`config.mk`:
```
export PLATFORM = sky130hd
export DESIGN_NAME = signed_divider
export DESIGN_NICKNAME = d
export VERILOG_FILES = /design/src/rtl/signed_divider_pkg.sv /design/src/rtl/signed_divider_div_step.sv /design/src/rtl/signed_divider.sv
export SDC_FILE = /design/constraint.sdc
export NUM_CORES = 1
export LEC_CHECK = 0
export CORE_MARGIN = 2
export CORE_UTILIZATION = 52
export CTS_BUF_LIST = sky130_fd_sc_hd__clkbuf_16
export CTS_CLUSTER_SIZE = 12
export DETAILED_ROUTE_END_ITERATION = 8
export GPL_TIMING_DRIVEN = 0
export PLACE_DENSITY = 0.77
export RECOVER_POWER = 50
export SLEW_MARGIN = 10
export SYNTH_ARGS = -nofsm -noshare
export SYNTH_HDL_FRONTEND = slang
export SYNTH_SLANG_ARGS = --single-unit
```
`constraint.sdc`:
```
create_clock -name clk -period 3 [get_ports clk]
set_clock_uncertainty 0.1 [all_clocks]
set_input_delay 0.45 -clock clk [delete_from_list [all_inputs] [get_ports clk]]
set_output_delay 0.45 -clock clk [all_outputs]
set_load 0.02 [all_outputs]
```
`src/rtl/signed_divider_pkg.sv`:
```
// Shared constants for the sequential signed divider: FSM encodings,
// default operand width and the iteration-counter width.
package signed_divider_pkg;

    localparam int DEF_WIDTH = 8;

    // Counter must hold the value WIDTH itself, hence WIDTH+1 codes.
    function automatic int cnt_width(input int w);
        return $clog2(w + 1);
    endfunction

    localparam int CNT_W = cnt_width(DEF_WIDTH);

    localparam logic [1:0] IDLE = 2'd0;
    localparam logic [1:0] CALC = 2'd1;
    localparam logic [1:0] FIX  = 2'd2;

endpackage

```
`src/rtl/signed_divider_div_step.sv`:
```
// One non-restoring division iteration: shift the partial remainder left
// bringing in the next dividend bit, then subtract or add the divisor
// depending on the sign of the current partial remainder.
module signed_divider_div_step
    import signed_divider_pkg::*;
#(
    parameter int WIDTH = DEF_WIDTH
) (
    input  logic [WIDTH:0]   a_in,
    input  logic [WIDTH-1:0] q_in,
    input  logic [WIDTH-1:0] m_in,
    output logic [WIDTH:0]   a_out,
    output logic [WIDTH-1:0] q_out
);

    logic [WIDTH:0] shifted_s;
    logic [WIDTH:0] m_ext_s;

    // Combinational shift / add-subtract / quotient-bit insertion.
    always_comb begin
        shifted_s = {a_in[WIDTH-1:0], q_in[WIDTH-1]};
        m_ext_s   = {1'b0, m_in};
        if (a_in[WIDTH] == 1'b0) begin
            a_out = shifted_s - m_ext_s;
        end else begin
            a_out = shifted_s + m_ext_s;
        end
        q_out = {q_in[WIDTH-2:0], ~a_out[WIDTH]};
    end

endmodule

```
`src/rtl/signed_divider.sv`:
```
// Sequential signed divider (C semantics: quotient truncates toward zero,
// remainder follows the dividend's sign). Operands are converted to
// magnitudes, divided with a non-restoring A/Q/M loop one bit per clock,
// then the signs are re-applied in a single fix-up cycle.
module signed_divider
    import signed_divider_pkg::*;
#(
    parameter int WIDTH = DEF_WIDTH
) (
    input  logic             clk,
    input  logic             rst_n,
    input  logic             start,
    input  logic [WIDTH-1:0] dividend,
    input  logic [WIDTH-1:0] divisor,
    output logic             busy,
    output logic             done,
    output logic [WIDTH-1:0] quotient,
    output logic [WIDTH-1:0] remainder,
    output logic             div_by_zero,
    output logic             overflow
);

    localparam int CW = cnt_width(WIDTH);

    logic [1:0]       state_r;
    logic [WIDTH:0]   a_r;
    logic [WIDTH-1:0] q_r;
    logic [WIDTH-1:0] m_r;
    logic [CW-1:0]    cnt_r;
    logic             sign_q_r;
    logic             sign_r_r;
    logic             dbz_r;
    logic             ovf_r;

    logic [WIDTH:0]   a_next_s;
    logic [WIDTH-1:0] q_next_s;
    logic [WIDTH-1:0] abs_dvd_s;
    logic [WIDTH-1:0] abs_dvs_s;
    logic             is_ovf_s;
    logic [WIDTH-1:0] r_mag_s;
    logic [WIDTH-1:0] q_fin_s;
    logic [WIDTH-1:0] r_fin_s;

    signed_divider_div_step #(.WIDTH(WIDTH)) u_step (
        .a_in  (a_r),
        .q_in  (q_r),
        .m_in  (m_r),
        .a_out (a_next_s),
        .q_out (q_next_s)
    );

    // Operand magnitudes and the single overflowing operand pair (MIN / -1).
    always_comb begin
        abs_dvd_s = dividend;
        abs_dvs_s = divisor;
        if (dividend[WIDTH-1]) begin
            abs_dvd_s = ~dividend + WIDTH'(1);
        end else begin
            abs_dvd_s = dividend;
        end
        if (divisor[WIDTH-1]) begin
            abs_dvs_s = ~divisor + WIDTH'(1);
        end else begin
            abs_dvs_s = divisor;
        end
        is_ovf_s = (dividend == {1'b1, {(WIDTH-1){1'b0}}}) &&
                   (divisor == {WIDTH{1'b1}});
    end

    // Remainder correction and sign re-application for the fix-up cycle;
    // only the low WIDTH bits of A matter once the correction is applied.
    always_comb begin
        r_mag_s = a_r[WIDTH-1:0];
        if (a_r[WIDTH]) begin
            r_mag_s = a_r[WIDTH-1:0] + m_r;
        end else begin
            r_mag_s = a_r[WIDTH-1:0];
        end
        if (sign_q_r) begin
            q_fin_s = ~q_r + WIDTH'(1);
        end else begin
            q_fin_s = q_r;
        end
        if (sign_r_r) begin
            r_fin_s = ~r_mag_s + WIDTH'(1);
        end else begin
            r_fin_s = r_mag_s;
        end
    end

    // Control FSM, datapath registers and registered outputs.
    always_ff @(posedge clk or negedge rst_n) begin
        if (!rst_n) begin
            state_r     <= IDLE;
            a_r         <= {(WIDTH+1){1'b0}};
            q_r         <= {WIDTH{1'b0}};
            m_r         <= {WIDTH{1'b0}};
            cnt_r       <= {CW{1'b0}};
            sign_q_r    <= 1'b0;
            sign_r_r    <= 1'b0;
            dbz_r       <= 1'b0;
            ovf_r       <= 1'b0;
            busy        <= 1'b0;
            done        <= 1'b0;
            quotient    <= {WIDTH{1'b0}};
            remainder   <= {WIDTH{1'b0}};
            div_by_zero <= 1'b0;
            overflow    <= 1'b0;
        end else begin
            case (state_r)
                IDLE: begin
                    done <= 1'b0;
                    if (start) begin
                        busy        <= 1'b1;
                        div_by_zero <= 1'b0;
                        overflow    <= 1'b0;
                        sign_q_r    <= dividend[WIDTH-1] ^ divisor[WIDTH-1];
                        sign_r_r    <= dividend[WIDTH-1];
                        if (divisor == {WIDTH{1'b0}}) begin
                            // Keep the raw dividend in Q: it becomes the remainder.
                            dbz_r   <= 1'b1;
                            ovf_r   <= 1'b0;
                            q_r     <= dividend;
                            state_r <= FIX;
                        end else begin
                            dbz_r   <= 1'b0;
                            ovf_r   <= is_ovf_s;
                            a_r     <= {(WIDTH+1){1'b0}};
                            q_r     <= abs_dvd_s;
                            m_r     <= abs_dvs_s;
                            cnt_r   <= CW'(WIDTH);
                            state_r <= CALC;
                        end
                    end
                end
                CALC: begin
                    a_r   <= a_next_s;
                    q_r   <= q_next_s;
                    cnt_r <= cnt_r - CW'(1);
                    if (cnt_r == CW'(1)) begin
                        state_r <= FIX;
                    end
                end
                FIX: begin
                    if (dbz_r) begin
                        quotient  <= {WIDTH{1'b1}};
                        remainder <= q_r;
                    end else begin
                        quotient  <= q_fin_s;
                        remainder <= r_fin_s;
                    end
                    div_by_zero <= dbz_r;
                    overflow    <= ovf_r;
                    done        <= 1'b1;
                    busy        <= 1'b0;
                    state_r     <= IDLE;
                end
                default: begin
                    state_r <= IDLE;
                    busy    <= 1'b0;
                    done    <= 1'b0;
                end
            endcase
        end
    end

endmodule

```
==> flow_summary.toml, run 1 <==
[outcome]
status = "completed"

[worst_hold_path]
holdPathStages = 2
hold_end = "remainder[2]$_DFFE_PN0P_"
hold_class = "reg -> reg"
hp-start = "remainder[2]$_DFFE_PN0P_"

[worst_setup_path]
critical-path-slowest-cell = "or4b_2"
max_stage_delay_ns = 0.62
critPathKind = "reg -> reg"
path_buf_inv = 2
cp_num_cells = 11
cpLargestDelayFamily = "simple AND/OR/NAND/NOR gates"
reg2reg_to = "a_r[7]$_DFFE_PN0P_"
r2r_slack_ns = 0.11
cp_common_cell = "a21o_1"
critPathArrivalTime_ns = 3.03
critPathRequiredTime_ns = 3.14
rr_worst_depth = 11
r2r-start = "a_r[8]$_DFFE_PN0P_"
cp-end-kind = "register"
critical_path.max_fanout = 10
critPathLaunchType = "register"
crit_chain = "buf_6 > buf_6 > mux2_2 > ha_1 > a21o_1 > a21o_1 > a21o_1 > a21o_1 > a21oi_1 > or4b_2 > nand3_1"

[routing]
viasPerCell = 5.76
drt_first_pass_iters = 4
vias = 3321
wl_per_cell_microns = 15.3
ant_nets = 0
drcViolationCount = 0
drt_iter0_markers = 244
wl_microns = 8810

[timing]
finalHoldViolCount = 0
worstMarginPinSlew_ns = 1.42
period_needed_ns = 2.89
tns_ns = 0
rsz0062_at_grt = "false"
timing.fmax_ghz = 0.346
slew_headroom_pct = 5.59
period_share_pct = 96.4
fin_ws_ns = 0.109
setup_viol = 0
drv_slew = 0

[synth]
syn_inst = 434
synth_top_area_cell = "dfrtp_1"
yosysWarnings = 0
synthTopCellsByCount = "dfrtp_1, nand2_1, nor2_1"
synth_flop_cell = "dfrtp_1"
synthTopCellsByArea = "dfrtp_1, ha_1, o21ai_0, nand2_1, xor2_1"
ys_seq_elements = 55
postSynth.asyncResetShare_pct = 100
synth_edf_count = 0
synth_area_sq_mm = 0.00376
synth.distinct_cells = 54
netlist.area_leader.share_pct = 36.6
avgSynthCellArea_sq_um = 8.66
yosysSeqAreaShare_pct = 36.6
syn_nets = 478
synth_most_common_cell = "dfrtp_1"

[die]
die-area_sq_mm = 0.00792
pin_count = 39
core.rowCount = 30
start_util_pct = 54.4
core_sq_mm = 0.00691
die_h_microns = 89.0
die_w_microns = 89.0

[clock_network]
cts_buffer_depth = 2
cts-buffers-inserted = 5
cts_sinks = 55
cts_max_level = 2
clk_pin_slew_worst_paths_ns = 0.08
cts-root-buf = "clkbuf_16"
clock_latency_ns = 0.30
cts_tree = "built"

[finish]
area_growth_pct = 19.0
final_area_sq_mm = 0.00447
nets = 524
drive_gt1_share_pct = 6.65
diodes = 0

[placement]
place_area_sq_mm = 0.00426
post-place-ws_ns = -0.395
port_buffers = 37
gp_congestion = 0.873
post-dp-hpwl_microns = 6850

[power_and_ir_drop]
p_comb_share_pct = 61.8
swShare_pct = 45.5
ir_drop_uv = 583
clkPwrFrac_pct = 12.0
seq_power_share_pct = 26.2
leakagePower_uw = 0.00202
powerDensity_mw_per_mm2 = 1240
p_int_uw = 3030
p_switching_uw = 2530

[grt]
grt_max_degree = 31
antenna_found_initial = 0
first_global_vias = 3294
grt_overflow = 0
grt_use_total_pct = 24.2
grt_pass1_wl_microns = 14900

[run]
drv_cap = 0
==> power by group through the flow <==
| stage | registers [uW] | logic, uW | clock network, uW |
|---|---|---|---|
| global route | 1500 | 3890 | 698 |
| floorplan | 1470 | 2360 | 0 |
| global placement | 1440 | 3150 | 0 |
| CTS | 1440 | 3340 | 675 |
| detailed placement | 1460 | 3280 | 0 |
| finish | 1460 | 3440 | 668 |
==> layer usage <==
metal	wire length, microns	global-route usage, %
met2	4240	41.2
met3	281	2.77
met4	195	9.50
met5	0	0
met1	4090	31.6
==> placed cells by master (no fill, tap or decap), types with 15 or more instances in the layout <==
| master | netlist | routed |
|---|---|---|
| a21oi_1 | 27 | 26 |
| clkbuf_1 | 14 | 15 |
| clkdlybuf4s50_1 | 0 | 31 |
| dfrtp_1 | 55 | 52 |
| ha_1 | 23 | 23 |
| inv_1 | 21 | 22 |
| nand2_1 | 47 | 47 |
| nor2_1 | 40 | 40 |
| o21ai_0 | 38 | 36 |
| xnor2_1 | 17 | 16 |
| xor2_1 | 19 | 19 |
==> flip-flops by register name (all words and copies together), names as in the netlist <==
register / flops
done: 1
q_r: 8
remainder: 8
ovf_r: 1
sign_r_r: 1
dbz_r: 1
cnt_r: 4
sign_q_r: 1
div_by_zero: 1
quotient: 8
overflow: 1
a_r: 9
state_r: 2
busy: 1
m_r: 8
==> cells by family after synthesis <==
kind of cell             count (synthesis)  synth area share, %
flip-flops                              55                 36.6
buffers and inverters                   38                 3.86
AO/OA/AOI/OAI                          110                 18.7
XOR/XNOR                                36                 8.39
AND/OR/NAND/NOR                        161                 21.2
multiplexers                             9                 2.46
adder cells (fa/ha/maj)                 25                 8.72
==> area by class of cell <==
class | instances | area, sq um
Buffer | 17 | 80.1
Clock buffer | 5 | 125
Clock inverter | 3 | 42.5
Fill cell | 584 | 2430
Inverter | 21 | 78.8
Multi-Input combinational cell | 341 | 2270
Sequential cell | 55 | 1380
Tap cell | 96 | 120
Timing Repair Buffer | 39 | 377
==> worst max-delay path by stage <==
stage	from	endpoint	slack, ns
after floorplan	a_r[8]$_DFFE_PN0P_	a_r[7]$_DFFE_PN0P_	0.12
after global placement	a_r[8]$_DFFE_PN0P_	q_r[0]$_DFFE_PN0P_	-0.29
after detailed placement	a_r[8]$_DFFE_PN0P_	q_r[0]$_DFFE_PN0P_	-0.39
after CTS	a_r[8]$_DFFE_PN0P_	a_r[7]$_DFFE_PN0P_	0.0004
after global routing	a_r[8]$_DFFE_PN0P_	a_r[7]$_DFFE_PN0P_	0.01
final	a_r[8]$_DFFE_PN0P_	a_r[7]$_DFFE_PN0P_	0.11
==> per-stage QoR <==
stage	total power, uW	util [%]	hold WS [ns]	instances
6_report	5570	64.8	0.373	577
2_1_floorplan	3830	-	0.0544	434
3_3_place_gp	4600	61.5	0.363	567
3_5_place_dp	4740	61.7	0.371	568
4_1_cts	5450	64.3	0.0819	576
5_1_grt	6080	64.8	0.396	577
==> worst reg2reg max path, cell delays in order (launching register included) <==
cell,delay [ns]
dfrtp_2,0.43
buf_6,0.17
buf_6,0.15
mux2_2,0.35
ha_1,0.28
a21o_1,0.11
a21o_1,0.15
a21o_1,0.12
a21o_1,0.15
a21oi_1,0.12
or4b_2,0.62
nand3_1,0.09
==> what timing repair did <==
action / 4_1_cts / 5_1_grt
gates resized for setup: 5 / 12
hold buffers: 0 / 0
buffers inserted: 0 / 1
endpoints found under the hold margin: 0 / 0
setup endpoints to repair: 5 / 6
cloned: 0 / 0
(Power assumes the default switching activity.)
==> inputs of run 2 (changes only) <==
CAP_MARGIN = 20   (was not set)
CORE_MARGIN = not set   (was 2)
CTS_CLUSTER_SIZE = not set   (was 12)
==> run 2 against run 1 <==
Critical path type unchanged. Flip-flop and latch count stayed put. First-iteration DRC count is 36% lower. Power is 1.7% lower. Sequential power hardly changed. Via count is 0.24% higher. Setup slack better by 0.022 ns. Register-to-register slack better by 0.02 ns. Combinational power hardly changed. Die area is 4.4% lower. Clock power is 11% lower. Sequential share of layout area is 0.13 points higher. Largest power group unchanged.
==> flow_summary.toml, run 2 (synthesis results as in run 1) <==
[outcome]
status = "completed"

[finish]
area_growth_pct = 18.5
final_area_sq_mm = 0.00445
regMostFlops = "a_r"
nets = 525
layout_common_cells = "dfrtp_1, nand2_1, nor2_1, o21ai_0, clkdlybuf4s50_1"
diodes = 0
layout_commonest_cell = "dfrtp_1"
largest_register_ffs = 9
drive_gt1_share_pct = 6.64

[die]
core_sq_mm = 0.00691
die-area_sq_mm = 0.00757
pin_count = 39
die_w_microns = 87.0
die_h_microns = 87.0
start_util_pct = 54.4
core.rowCount = 30

[clock_network]
ctsHoldBuffers = 0
cts_buffer_depth = 2
clk_pin_slew_worst_paths_ns = 0.07
cts_max_level = 2
cts-buffers-inserted = 5
clock_latency_ns = 0.29
cts_sinks = 55
cts_tree = "built"
cts-root-buf = "clkbuf_16"

[routing]
ant_nets = 0
vias = 3329
drt_iter0_markers = 155
viasPerCell = 5.76
drt_first_pass_iters = 5
drcViolationCount = 0
wl_per_cell_microns = 15.0
wl_microns = 8650

[grt]
antenna_found_initial = 0
grt_use_total_pct = 24.6
grt_overflow = 0
grt_max_degree = 38
grt_pass1_wl_microns = 14600
first_global_vias = 3121

[placement]
place_area_sq_mm = 0.00426
post-dp-hpwl_microns = 6780
gp_congestion = 0.867
port_buffers = 37

[worst_setup_path]
critPathLaunchType = "register"
crit_chain = "buf_6 > buf_6 > mux2_2 > ha_1 > a21o_1 > a21o_1 > a21o_1 > a21o_1 > a21oi_1 > or4b_2 > nand3_1"
cp-end-kind = "register"
cp_common_cell = "a21o_1"
critical_path.max_fanout = 10
max_stage_delay_ns = 0.61
critPathArrivalTime_ns = 3.00
critPathKind = "reg -> reg"
critPathRequiredTime_ns = 3.13
critical-path-slowest-cell = "or4b_2"

[timing]
period_share_pct = 95.6
tns_ns = 0
drv_slew = 0
worstMarginPinSlew_ns = 1.08
period_needed_ns = 2.87
rsz0062_at_grt = "false"
slew_headroom_pct = 28.0
timing.fmax_ghz = 0.349
finalHoldViolCount = 0
setup_viol = 0

[power_and_ir_drop]
ir_drop_uv = 459
leakagePower_uw = 0.00201
powerDensity_mw_per_mm2 = 1230

[run]
drv_cap = 0

[worst_hold_path]
hold_class = "in -> async"
[run 2: repair_timing]
item                                    in CTS  in global routing
pin swaps                                    0                  3
resized for setup                            5                  9
setup buffers                                0                  2
endpoints found under the setup margin       5                  5
[run 2: per-layer routing]
layer | track usage [%] | part of all wire (%) | vias up
met4 | 8.18 | 1.6 | 0
li1 | - | - | 1628
met2 | 41.0 | 49 | 97
met3 | 3.22 | 4.4 | 12
met5 | 0 | 0 | -
met1 | 33.2 | 45 | 1592
[run 2: path summary, 6_finish.rpt]
| check | startpoint | to | slack, ns | cells past startpoint |
|---|---|---|---|---|
| setup / recovery | a_r[8]$_DFFE_PN0P_ | a_r[7]$_DFFE_PN0P_ | 0.13 | 11 |
| hold / removal | rst_n | a_r[1]$_DFFE_PN0P_ | 0.23 | 1 |
| setup reg to reg | a_r[8]$_DFFE_PN0P_ | a_r[7]$_DFFE_PN0P_ | 0.13 | 11 |
| hold reg to reg | remainder[2]$_DFFE_PN0P_ | remainder[2]$_DFFE_PN0P_ | 0.37 | 2 |
| max in group asynchronous | rst_n | m_r[0]$_DFFE_PN0P_ | 1.07 | 2 |
| min in group clk | remainder[2]$_DFFE_PN0P_ | remainder[2]$_DFFE_PN0P_ | 0.37 | 2 |
[run 2: worst max-delay path, delay by kind of cell (launching register included)]
kind                       cells  cell delay (ns)
AOI/OAI and AO/OA              5             0.64
and+or+nand+nor                2             0.70
adders and majority gates      1             0.28
muxes                          1             0.36
buffers and inverters          2             0.31
DFF                            1             0.41
[run 2: layout make-up]
type                       instances  area [sq um]
fill                             615          2450
multi-input combinational        341          2260
sequential                        55          1380
timing repair buffer              40           384
clock buffer                       5           125
tap                               96           120
buffer                            17          80.1
inverter                          21          78.8
clock inverter                     3          23.8
[run 2: power by group]
group	leakage, uW	internal (uW)	switching [uW]
combinational	0.00125	1560	1870
clock	0.0000717	315	282
sequential	0.000686	1080	367
[run 2: per-stage QoR]
step / worst slack, ns / hold slack [ns] / total power, uW / std cells / util (%)
floorplan: 0.124 / 0.0544 / 3830 / 434 / -
global placement: -0.293 / 0.364 / 4590 / 567 / 61.5
detailed placement: -0.390 / 0.334 / 4720 / 568 / 61.7
CTS: 0.00216 / 0.0203 / 5350 / 576 / 64.0
global route: 0.00642 / 0.311 / 5960 / 578 / 64.5
finish: 0.131 / 0.230 / 5470 / 578 / 64.5
